<file path="src/rtl/uram_event_writer_if.sv">
// rtl/uram_event_writer_if.sv - URAM write bus and event descriptor handshake
// master = writer side, slave = URAM/readout side.
interface uram_event_writer_if #(
  parameter int ADDR_BITS = 12,
  parameter int DW        = 72
);
  logic                 uram_we_o;
  logic [ADDR_BITS-1:0] uram_addr_o;
  logic [DW-1:0]        uram_dat_o;
  logic [ADDR_BITS-1:0] evt_addr_o;
  logic                 evt_valid_o;
  logic                 evt_ready_i;
  logic                 evt_done_i;

  modport master (
    output uram_we_o, uram_addr_o, uram_dat_o, evt_addr_o, evt_valid_o,
    input  evt_ready_i, evt_done_i
  );

  modport slave (
    input  uram_we_o, uram_addr_o, uram_dat_o, evt_addr_o, evt_valid_o,
    output evt_ready_i, evt_done_i
  );
endinterface

</file>
<file path="src/rtl/uram_event_writer.sv">
// rtl/uram_event_writer.sv - circular URAM ring writer turning triggers into event descriptors
// Optional dropped-trigger counter is built when URAM_WRITER_DROPCNT_EN is defined.
module uram_event_writer #(
  parameter int  NBIT      = 12,
  parameter int  NSAMP_MEM = 6,
  parameter int  ADDR_BITS = 12,
  parameter int  PRETRIG   = 64,
  parameter int  POSTTRIG  = 192,
  parameter int  MAX_PEND  = 4,
  localparam int DW        = NBIT * NSAMP_MEM,
  localparam int PW        = $clog2(MAX_PEND + 1)
) (
  input  logic                memclk_i,
  input  logic                memclk_rstn_i,
  input  logic                memclk_sync_i,
  input  logic [DW-1:0]       dat_i,
  input  logic                run_i,
  input  logic                trig_i,
  uram_event_writer_if.master bus,
  output logic [PW-1:0]       pending_o,
  output logic                sync_err_o,
  output logic [15:0]         drop_cnt_o
);

  localparam int CW = $clog2(POSTTRIG + 1);
  localparam logic [CW-1:0]        POST_LD  = CW'(POSTTRIG);
  localparam logic [ADDR_BITS-1:0] PRE_OFS  = ADDR_BITS'(PRETRIG);
  localparam logic [PW-1:0]        PEND_MAX = PW'(MAX_PEND);

  typedef enum logic [1:0] {
    S_IDLE      = 2'd0,
    S_WAIT_SYNC = 2'd1,
    S_RUN       = 2'd2,
    S_POST      = 2'd3
  } state_t;

  state_t               state_q, state_d;
  logic [ADDR_BITS-1:0] ptr_q, ptr_d;
  logic                 we_q, we_d;
  logic [ADDR_BITS-1:0] waddr_q, waddr_d;
  logic [DW-1:0]        wdat_q, wdat_d;
  logic [CW-1:0]        cnt_q, cnt_d;
  logic [ADDR_BITS-1:0] start_q, start_d;
  logic                 evt_valid_q, evt_valid_d;
  logic [ADDR_BITS-1:0] evt_addr_q, evt_addr_d;
  logic [PW-1:0]        pending_q, pending_d;
  logic                 sync_err_q, sync_err_d;

  logic                 in_write_state;
  logic                 wr_en;
  logic [ADDR_BITS-1:0] wr_addr;
  logic                 abandon;
  logic                 done_eff;
  logic                 pend_full;
  logic                 trig_accept;
  logic                 evt_load;

  assign in_write_state = (state_q == S_RUN) || (state_q == S_POST);
  assign wr_en          = in_write_state || ((state_q == S_WAIT_SYNC) && memclk_sync_i);
  // The sync cycle itself writes address 0 so the ring stays aligned to the 4-word group.
  assign wr_addr        = (state_q == S_WAIT_SYNC) ? '0 : ptr_q;
  assign abandon        = (state_q == S_POST) && !run_i;
  // A release must never take the count below zero, including the abandoned slot.
  assign done_eff       = bus.evt_done_i &&
                          (abandon ? (pending_q > PW'(1)) : (pending_q != '0));
  assign pend_full      = (pending_q == PEND_MAX);
  // A slot freed in the same cycle makes room for the incoming trigger.
  assign trig_accept    = (state_q == S_RUN) && run_i && trig_i && (!pend_full || done_eff);
  assign evt_load       = (state_q == S_POST) && run_i && (cnt_q == '0) &&
                          (!evt_valid_q || bus.evt_ready_i);

  always_ff @(posedge memclk_i or negedge memclk_rstn_i) begin
    if (!memclk_rstn_i) begin
      state_q <= S_IDLE;
    end else begin
      state_q <= state_d;
    end
  end

  always_comb begin
    state_d = state_q;
    if (!run_i) begin
      state_d = S_IDLE;
    end else begin
      case (state_q)
        S_IDLE:      state_d = S_WAIT_SYNC;
        S_WAIT_SYNC: if (memclk_sync_i) state_d = S_RUN;
        S_RUN:       if (trig_accept) state_d = S_POST;
        S_POST:      if (evt_load) state_d = S_RUN;
        default:     state_d = S_IDLE;
      endcase
    end
  end

  always_comb begin
    we_d    = wr_en;
    waddr_d = waddr_q;
    wdat_d  = wdat_q;
    ptr_d   = ptr_q;
    if (wr_en) begin
      waddr_d = wr_addr;
      wdat_d  = dat_i;
      ptr_d   = wr_addr + ADDR_BITS'(1);
    end

    cnt_d   = cnt_q;
    start_d = start_q;
    if (trig_accept) begin
      cnt_d   = POST_LD;
      start_d = {ptr_q[ADDR_BITS-1:2], 2'b00} - PRE_OFS;
    end else if ((state_q == S_POST) && (cnt_q != '0)) begin
      cnt_d = cnt_q - CW'(1);
    end

    evt_valid_d = evt_valid_q;
    evt_addr_d  = evt_addr_q;
    if (evt_load) begin
      evt_valid_d = 1'b1;
      evt_addr_d  = start_q;
    end else if (evt_valid_q && bus.evt_ready_i) begin
      evt_valid_d = 1'b0;
    end

    pending_d = pending_q + PW'(trig_accept) - PW'(done_eff) - PW'(abandon);

    sync_err_d = sync_err_q;
    if (state_d == S_IDLE) begin
      sync_err_d = 1'b0;
    end else if (memclk_sync_i && in_write_state && (ptr_q[1:0] != 2'b00)) begin
      sync_err_d = 1'b1;
    end
  end

  always_ff @(posedge memclk_i or negedge memclk_rstn_i) begin
    if (!memclk_rstn_i) begin
      ptr_q       <= '0;
      we_q        <= 1'b0;
      waddr_q     <= '0;
      wdat_q      <= '0;
      cnt_q       <= '0;
      start_q     <= '0;
      evt_valid_q <= 1'b0;
      evt_addr_q  <= '0;
      pending_q   <= '0;
      sync_err_q  <= 1'b0;
    end else begin
      ptr_q       <= ptr_d;
      we_q        <= we_d;
      waddr_q     <= waddr_d;
      wdat_q      <= wdat_d;
      cnt_q       <= cnt_d;
      start_q     <= start_d;
      evt_valid_q <= evt_valid_d;
      evt_addr_q  <= evt_addr_d;
      pending_q   <= pending_d;
      sync_err_q  <= sync_err_d;
    end
  end

`ifdef URAM_WRITER_DROPCNT_EN
  logic        trig_drop;
  logic [15:0] drop_cnt_q, drop_cnt_d;

  assign trig_drop = trig_i && (!run_i || (state_q == S_POST) ||
                                ((state_q == S_RUN) && !trig_accept));

  always_comb begin
    drop_cnt_d = drop_cnt_q;
    if (trig_drop && (drop_cnt_q != 16'hFFFF)) begin
      drop_cnt_d = drop_cnt_q + 16'd1;
    end
  end

  always_ff @(posedge memclk_i or negedge memclk_rstn_i) begin
    if (!memclk_rstn_i) begin
      drop_cnt_q <= '0;
    end else begin
      drop_cnt_q <= drop_cnt_d;
    end
  end

  assign drop_cnt_o = drop_cnt_q;
`else
  assign drop_cnt_o = '0;
`endif

  assign bus.uram_we_o   = we_q;
  assign bus.uram_addr_o = waddr_q;
  assign bus.uram_dat_o  = wdat_q;
  assign bus.evt_valid_o = evt_valid_q;
  assign bus.evt_addr_o  = evt_addr_q;
  assign pending_o       = pending_q;
  assign sync_err_o      = sync_err_q;

endmodule
</file>
<file path="src/flat_wrapper.sv">
// flat-port wrapper written by rule: the top's interface ports become plain ports
module uram_event_writer_flat 
#(
  parameter int  NBIT      = 12,
  parameter int  NSAMP_MEM = 6,
  parameter int  ADDR_BITS = 12,
  parameter int  PRETRIG   = 64,
  parameter int  POSTTRIG  = 192,
  parameter int  MAX_PEND  = 4,
  localparam int DW        = NBIT * NSAMP_MEM,
  localparam int PW        = $clog2(MAX_PEND + 1)
)
  (memclk_i, memclk_rstn_i, memclk_sync_i, dat_i, run_i, trig_i, pending_o, sync_err_o, drop_cnt_o, bus_uram_we_o, bus_uram_addr_o, bus_uram_dat_o, bus_evt_addr_o, bus_evt_valid_o, bus_evt_ready_i, bus_evt_done_i);
  uram_event_writer_if #(.ADDR_BITS(ADDR_BITS)) bus_i ();
  input  logic memclk_i;
  input  logic memclk_rstn_i;
  input  logic memclk_sync_i;
  input  logic [DW-1:0] dat_i;
  input  logic run_i;
  input  logic trig_i;
  output logic [PW-1:0] pending_o;
  output logic sync_err_o;
  output logic [15:0] drop_cnt_o;
  output wire logic [$bits(bus_i.uram_we_o)-1:0] bus_uram_we_o;
  output wire logic [$bits(bus_i.uram_addr_o)-1:0] bus_uram_addr_o;
  output wire logic [$bits(bus_i.uram_dat_o)-1:0] bus_uram_dat_o;
  output wire logic [$bits(bus_i.evt_addr_o)-1:0] bus_evt_addr_o;
  output wire logic [$bits(bus_i.evt_valid_o)-1:0] bus_evt_valid_o;
  input wire logic [$bits(bus_i.evt_ready_i)-1:0] bus_evt_ready_i;
  input wire logic [$bits(bus_i.evt_done_i)-1:0] bus_evt_done_i;
  assign bus_uram_we_o = bus_i.uram_we_o;
  assign bus_uram_addr_o = bus_i.uram_addr_o;
  assign bus_uram_dat_o = bus_i.uram_dat_o;
  assign bus_evt_addr_o = bus_i.evt_addr_o;
  assign bus_evt_valid_o = bus_i.evt_valid_o;
  assign bus_i.evt_ready_i = bus_evt_ready_i;
  assign bus_i.evt_done_i = bus_evt_done_i;
  uram_event_writer #(.NBIT(NBIT), .NSAMP_MEM(NSAMP_MEM), .ADDR_BITS(ADDR_BITS), .PRETRIG(PRETRIG), .POSTTRIG(POSTTRIG), .MAX_PEND(MAX_PEND)) u_core (.memclk_i(memclk_i), .memclk_rstn_i(memclk_rstn_i), .memclk_sync_i(memclk_sync_i), .dat_i(dat_i), .run_i(run_i), .trig_i(trig_i), .bus(bus_i), .pending_o(pending_o), .sync_err_o(sync_err_o), .drop_cnt_o(drop_cnt_o));
endmodule
</file>
<file path="config.mk">
export PLATFORM = sky130hd
export DESIGN_NAME = uram_event_writer_flat
export DESIGN_NICKNAME = d
export VERILOG_FILES = /design/src/rtl/uram_event_writer_if.sv /design/src/rtl/uram_event_writer.sv /design/src/flat_wrapper.sv
export SDC_FILE = /design/constraint.sdc
export NUM_CORES = 1
export LEC_CHECK = 0
export ABC_AREA = 1
export BUFFER_PORTS_ARGS = -buffer_cell sky130_fd_sc_hd__clkbuf_2
export CORE_ASPECT_RATIO = 1.4
export CORE_MARGIN = 8
export CORE_UTILIZATION = 45
export DETAILED_ROUTE_END_ITERATION = 8
export GPL_TIMING_DRIVEN = 1
export PLACE_DENSITY = 0.76
export SYNTH_ARGS = -nofsm -noshare
export SYNTH_HDL_FRONTEND = slang
export SYNTH_SLANG_ARGS = --single-unit
</file>
<file path="constraint.sdc">
create_clock -name memclk_i -period 2.26 [get_ports memclk_i]
set_input_delay 0.226 -clock memclk_i [delete_from_list [all_inputs] [get_ports memclk_i]]
set_output_delay 0.226 -clock memclk_i [all_outputs]
set_load 0.01 [all_outputs]
</file>
Yosys cells after proc, flatten, opt, wreduce, memory -nomap -nowiden

Cells that the tools add are included.

Register bits: 136
Input port bits: 79
Output and inout port bits: 118
Logic and storage cells: 64

Add/subtract/negate cells: 6
Order comparisons: 1
Equal/unequal tests: 4
Mux-type cells: 13
Reductions and logical operators: 29

Operators with widths:

| kind                    | count |
|---|---|
| $mux W8                 | 2 |
| $logic_and A1 B1 Y1     | 13 |
| $add A12 B1 Y12 const B | 1 |
| $mux W12                | 1 |
| $sub A12 B7 Y12 const B | 1 |
| $logic_not A8 Y1        | 1 |
| $mux W2                 | 4 |
| $pmux W2 S4             | 1 |
| $reduce_bool A2 Y1      | 4 |
| $reduce_bool A8 Y1      | 1 |
| $sub A8 B1 Y8 const B   | 1 |
| $sub A3 B1 Y3           | 2 |
| $mux W1                 | 5 |
| $eq A2 B2 Y1 const B    | 2 |
| $logic_not A2 Y1        | 2 |
| $logic_or A1 B1 Y1      | 4 |
| $add A3 B1 Y3           | 1 |
| $eq A3 B3 Y1 const B    | 1 |
| $gt A3 B1 Y1 const B    | 1 |
| $logic_not A1 Y1        | 3 |
| $reduce_bool A3 Y1      | 1 |
| $eq A2 B1 Y1 const B    | 1 |

Logic depth before layout (Yosys ltp)

Gate-level depths: netlist of the first run.

Depth after elaboration: 11
Gate-level depth with buffers: 10
Mapped depth without buffers: 10

Worst setup path after synthesis of the first run

Ideal clock, no wire load.

Path kind: register to register
Start point: register u_core.state_q[1]
End point: register u_core.pending_q[2], in the netlist u_core.pending_o[2]
Library setup time: 123 ps
Arrival: 1994 ps
Path slack: 143 ps
Stages on the path, launching flop included: 10
Buffers on the path: 1
Clock period less this slack: 2117 ps
Path through: dfrtp_1 > nand3_1 > nor2_1 > nand2_1 > buf_2 > fa_1 > inv_1 > ha_1 > ha_1 > xnor2_1

Longest elaborated chain between the ends: 9
Elaborated cells on any way between the ends: 12
Classes of those cells: add/sub: 3; eq/ne: 2; mux: 1; reduce/logical: 6

Ends and longest elaborated chain:

| element                 | RTL line                 | text |
|---|---|---|
| start, declared         | uram_event_writer.sv:37  | `state_t state_q, state_d;` |
| start signal, assigned  | uram_event_writer.sv:76  | `state_q <= state_d;` |
| $eq A2 B2 Y1            | uram_event_writer.sv:62  | `assign abandon = (state_q == S_POST) && !run_i;` |
| $logic_and A1 B1 Y1     | uram_event_writer.sv:62  |  |
| $mux W1                 | uram_event_writer.sv:65  | `(abandon ? (pending_q > PW'(1)) : (pending_q != '0));` |
| $logic_and A1 B1 Y1     | uram_event_writer.sv:64  | `assign done_eff = bus.evt_done_i &&` |
| $logic_or A1 B1 Y1      | uram_event_writer.sv:68  | `assign trig_accept = (state_q == S_RUN) && run_i && trig_i && (!pend_full \|\| done_eff);` |
| $logic_and A1 B1 Y1     | uram_event_writer.sv:68  |  |
| $add A3 B1 Y3           | uram_event_writer.sv:124 | `pending_d = pending_q + PW'(trig_accept) - PW'(done_eff) - PW'(abandon);` |
| $sub A3 B1 Y3           | uram_event_writer.sv:124 |  |
| $sub A3 B1 Y3 (*)       | uram_event_writer.sv:124 |  |
| net u_core.pending_d[2] | uram_event_writer.sv:46  | `logic [PW-1:0] pending_q, pending_d;` |
| end signal, assigned    | uram_event_writer.sv:155 | `pending_q <= pending_d;` |
| end, declared           | uram_event_writer.sv:46  |  |

Mark *: on every way through the listed nets, which the timed path passes. The rest lies on a longest branch.
A chain may end at the register's enable or synchronous reset.

Worst setup path in the final report of the first run

Start point: register u_core.state_q[0]
End point: register u_core.pending_q[2], in the netlist u_core.pending_o[2]

Same word-level chain as after synthesis.

==> summary.txt, run 1 <==
Gate Count Post-Synth: 645
Synth top area share: 58.7%
Met1 Usage GRT: 18.8%
Drt initial violations: 191
Floorplan row count: 48
Ys async rst share: 100%
Register bit count reported by yosys: 132
Clock-pin slew on the worst setup and hold paths: 0.06 ns
Area contributors post-synth: dfrtp_1, nand2_1, o21ai_0
Area of the multi-input gates: 2010 um^2
Clk sink count: 132
Count leader, synth: nand2_1
Worst Reg-to-Reg Cells: 9
Max_cap viols: 0
Die X-Extent: 110 um
Worst setup path class: reg -> reg
# DRC: 0
CTS buffer count: 17
Register area: 3300 um^2
Final Slew Violations: 0
Die Ht: 148 um
Post-synth EDFFs: 0
Mean Syn Cell Area: 8.72 um^2
CTS Root Cell: clkbuf_16
Initial antenna violation count: 0
Crit path from: u_core.state_q[0]
Leak: 4.14 nW
Setup WS post-layout: 0.266 ns
Register area share after synthesis: 58.7%
Yosys warns: 0
Setup bufs post-CTS: 0
Netlist cell types: 28
Fillers: 1099
CTS tree: yes
Synthesized area: 5620 um^2
Setup_tns: 0 ns
Area leader, netlist: dfrtp_1
P per Cell Area: 1110 nW/um^2
H-tree levels: 4
Worst slack at placement: 0.260 ns
Post-synth top cells: nand2_1, dfrtp_1, inv_1
Die footprint: 16400 um^2
Critical path arrival: 2.29 ns
Number of global-route vias before repair: 4791
RSZ-0062 raised after global routing: false
Status: complete, no violations
Clock Latency Late Sink: 0.41 ns
Peak supply drop: 0.000589 V
M2 GR Usage: 29.3%
Hold Crit Depth: 3
Final hold violation count: 0
Nets: 916
Worst-path fanout max: 4
First-pass GRT wire length: 23.2 mm
Startpoint type of the worst setup path: flip-flop
Vias: 4666
First-pass DRT Iterations: 6
Final GP Congestion: 0.826
Min cycle time layout: 1.99 ns
Crit. End Element: flip-flop
Area Growth Syn to Fin: 29.8%
Most common flop cell mapped by yosys: dfrtp_1
Vias per Instance: 4.70
Worst Hold Slack: 0.0125 ns
Largest net degree at the start of global routing: 72
Remaining Overflow, GRT: 0
Critical Path RT: 2.55 ns
Busiest grt layer: met2
Met3 global-route usage: 6.25%
Reg-to-Reg Start: u_core.state_q[0]
Antenna diodes: 0
Period Utilization, post-route: 88.2%
HP Class: in -> reg
HPWL reported at the end of detailed placement: 10.1 mm
I/O pins: 197
Share of cells above drive strength 1: 27.1%
I/O Buffers: 178
Clk_skew: 0.00613 ns
Max Clock Freq: 501 MHz
Final core occ: 59.6%
Core area: 12300 um^2
Startpoint of the worst hold path: dat_i[37]
GRT Util Overall: 17.1%
DR WL/cell: 13.8 um
Final setup vio count: 0
Final wirelength: 13.7 mm
Max clock buf depth: 2
Initial core utilization: 45.9%
Post-route ant nets: 0
[final cells by class]
type / instances / share of cell area [%]
tap: 150 / 2.57
sequential: 132 / 45.2
timing repair buffer: 188 / 13.8
clock inverter: 12 / 2.74
clock buffer: 20 / 6.26
inverter: 36 / 1.85
multi-input combinational: 454 / 27.5
[sequential cells by signal, indices dropped and copies added (netlist names)]
| name | flops |
|---|---|
| u_core.bus.uram_we_o | 1 |
| u_core.sync_err_o | 1 |
| u_core.cnt_q | 8 |
| u_core.start_q | 10 |
| u_core.bus.evt_valid_o | 1 |
| u_core.bus.uram_addr_o | 12 |
| u_core.state_q | 2 |
| u_core.ptr_q | 12 |
| u_core.bus.uram_dat_o | 72 |
| u_core.pending_o | 3 |
| u_core.bus.evt_addr_o | 10 |
[metal layers]
layer  vias to the layer above  share of wire, %
met5                         -                 0
met4                         0               2.5
met3                        25               6.1
met2                       133                51
met1                      2165                40
li1                       2343                 -
[timing repair]
item / in CTS / in global routing
hold endpoints to repair: 132 / 0
endpoints found under the setup margin: 0 / 0
gates resized for setup: 0 / 0
hold buffers: 1 / 0
[through the flow]
step	cells	power (mW)	area (um^2)
4_1_cts	992	8.22	7300
3_3_place_gp	959	5.09	6630
6_report	992	8.13	7300
5_1_grt	992	8.62	7300
3_5_place_dp	959	5.14	6630
2_1_floorplan	662	4.36	5690
[cells by family after synthesis]
logic type | Yosys count | synth area share, %
xor gates and xnor gates | 12 | 1.87
other | 1 | 0.0667
adders and majority gates | 8 | 1.91
and+or+nand+nor | 375 | 26.9
buffers and inverters | 76 | 6.65
AOI/OAI and AO/OA | 41 | 3.83
DFF | 132 | 58.7
[worst paths after layout]
check / end / slack [ns]
worst max-delay path: u_core.pending_o[2] / 0.27
worst min-delay path: u_core.bus.uram_dat_o[37] / 0.01
worst max register to register: u_core.pending_o[2] / 0.27
worst min register to register: u_core.bus.evt_addr_o[6] / 0.47
max in group asynchronous: u_core.bus.uram_dat_o[63] / 1.43
min in group asynchronous: u_core.bus.uram_dat_o[67] / 0.21
[power by group]
group          switching [mW]  internal [mW]  leakage (nW)
Clock                    1.02           2.02         0.325
Combinational            1.12          0.706          2.13
Sequential              0.358           2.91          1.68
[critical path, cell delays in order, from the launching register on]
cell	delay, ns
dfrtp_1	0.43
inv_1	0.10
nand3_1	0.07
nor2_1	0.10
nand2_1	0.10
fa_1	0.55
inv_1	0.05
ha_1	0.18
ha_1	0.19
xnor2_1	0.12
[layout by cell type, fill, tap and decap left out]
master and n:
o22ai_1 1, clkbuf_16 17, nor2_2 3, clkbuf_8 2, buf_4 7, o21a_1 1, buf_12 3, dlygate4sd3_1 1
conb_1 18, nor3_1 2, xor2_1 7, bufinv_16 5, clkinv_4 2, ha_1 7, fa_1 1, nand2_2 2
inv_6 2, clkbuf_2 177, clkbuf_1 1, a21boi_0 1, a21oi_1 6, inv_2 2, nand4_1 11, dfrtp_1 132
nand3_1 29, nor2_1 25, nand2_1 300, xnor2_1 5, inv_1 34, o21ai_0 31, a22o_1 1, nor3_4 1
clkinv_2 3, nand2_4 2
Power figures use the tool's default switching activity.
==> run 2: changes to the inputs <==
--- a/config.mk
+++ b/config.mk
@@ -9,10 +9,10 @@
 export BUFFER_PORTS_ARGS = -buffer_cell sky130_fd_sc_hd__clkbuf_2
 export CORE_ASPECT_RATIO = 1.4
 export CORE_MARGIN = 8
-export CORE_UTILIZATION = 45
+export CORE_UTILIZATION = 50
 export DETAILED_ROUTE_END_ITERATION = 8
 export GPL_TIMING_DRIVEN = 1
-export PLACE_DENSITY = 0.76
+export PLACE_DENSITY = 0.8
 export SYNTH_ARGS = -nofsm -noshare
 export SYNTH_HDL_FRONTEND = slang
 export SYNTH_SLANG_ARGS = --single-unit
==> constraint.sdc (replaced) <==
create_clock -name memclk_i -period 2.47 [get_ports memclk_i]
set_input_delay 0.247 -clock memclk_i [delete_from_list [all_inputs] [get_ports memclk_i]]
set_output_delay 0.247 -clock memclk_i [all_outputs]
set_load 0.01 [all_outputs]
==> summary.txt, run 2 (synthesis gave the netlist of run 1 again) <==
HP Class: in -> reg
Number of global-route vias before repair: 4823
Critical Path RT: 2.75 ns
CTS buffer count: 17
Die X-Extent: 106 um
Initial core utilization: 50.4%
Cell Count Post-Placement: 953
Final GP Congestion: 0.818
I/O Buffers: 178
Slew @ Worst Pin: 0.501 ns
CP max stage delay: 0.50 ns
Final wirelength: 13.8 mm
RSZ-0062 raised after global routing: false
Final Cell Area: 7220 um^2
Core area: 11200 um^2
Setup WS post-layout: 0.470 ns
Hold endpoint: u_core.bus.uram_dat_o[3]
R2R Setup Slk: 0.47 ns
Share of cells above drive strength 1: 27.0%
Final hold violation count: 0
Worst slack at placement: 0.465 ns
GRT Util Overall: 18.9%
Floorplan row count: 46
Relative slew slack: 66.5%
Slowest cell on crit path: dfrtp_1
P per Cell Area: 990 nW/um^2
Period Utilization, post-route: 81.0%
Vias per Instance: 4.75
Max_cap viols: 0
Max reg flops: 72
Antenna diodes: 0
# DRC: 0
Crit. End Element: flip-flop
Die footprint: 14900 um^2
Setup_tns: 0 ns
Hold Crit Depth: 3
Max clock buf depth: 2
Initial antenna violation count: 0
Clock Latency Late Sink: 0.41 ns
Startpoint type of the worst setup path: flip-flop
Commonest non-fill, non-tap cell in the layout: nand2_1
Worst reg2reg path endpoint: u_core.pending_o[2]
Die Ht: 141 um
Worst Hold Slack: 0.0317 ns
Final setup vio count: 0
Remaining Overflow, GRT: 0
Worst setup path class: reg -> reg
CTS Hold Bufs: 1
Critical path arrival: 2.28 ns
Leak: 4.09 nW
First-pass GRT wire length: 23.0 mm
I/O pins: 197
Commonest cells after routing, fill and taps aside: nand2_1, clkbuf_2, dfrtp_1
DR WL/cell: 14.0 um
Min cycle time layout: 2.00 ns
H-tree levels: 4
HPWL reported at the end of detailed placement: 10.1 mm
Status: complete, no violations
Clk_skew: 0.0126 ns
Final Slew Violations: 0
CTS tree: yes
CTS Root Cell: clkbuf_16
Nets: 916
Total power: 7.15 mW
Worst-path fanout max: 7
Reg-to-Reg Start: u_core.state_q[1]
Fin cells: 985
Startpoint of the worst hold path: dat_i[3]
Final core occ: 64.6%
Post-DP Area: 6610 um^2
Post-route ant nets: 0
Vias: 4683
First-pass DRT Iterations: 5
Max Clock Freq: 500 MHz
CP most frequent cell: ha_1
Area Growth Syn to Fin: 28.4%
Crit path cell chain: nand2_4 > o21ai_0 > a21boi_0 > fa_1 > inv_1 > ha_1 > ha_1 > xnor2_1
Drt initial violations: 192
Largest net degree at the start of global routing: 75
Clk sink count: 132
Cts repair resizes: 0
Clock-pin slew on the worst setup and hold paths: 0.06 ns
Worst Reg-to-Reg Cells: 8
Setup bufs post-CTS: 0
Peak supply drop: 0.000556 V
run 2: layer usage:
metal / wire [um] / global-route usage [%]
met1: 5530 / 21.6
met2: 7080 / 32.3
met3: 913 / 6.08
met4: 243 / 7.21
met5: 0 / 0
run 2: power breakdown:
group	leakage, nW	total (mW)	internal (mW)	switching (mW)
clock	0.286	2.49	1.57	0.920
sequential	1.68	2.98	2.66	0.321
combinational	2.13	1.68	0.645	1.03
run 2: final cells by class:
type	count	area, um^2
well taps	144	180
clock inverters	10	124
flip-flops and latches	132	3300
repair buffers	188	996
fillers	967	3950
multi-input cells	454	2010
inverters	36	135
clock buffers	21	470
run 2: worst max-delay path by stage:
stage,from,endpoint,cells past startpoint
floorplan,u_core.state_q[1],u_core.pending_o[2],9
global placement,u_core.state_q[1],u_core.pending_o[2],8
detailed placement,u_core.state_q[1],u_core.pending_o[2],8
CTS,u_core.state_q[1],u_core.pending_o[2],8
global route,u_core.state_q[1],u_core.pending_o[2],8
finish,u_core.state_q[1],u_core.pending_o[2],8
run 2: critical path: cells and delay by family, from the launching register on:
kind	cells	cell delay, ns
buf+inv	1	0.04
xor+xnor	1	0.13
flops	1	0.50
compound gates	2	0.25
simple gates	1	0.12
fa+ha+maj	3	0.85
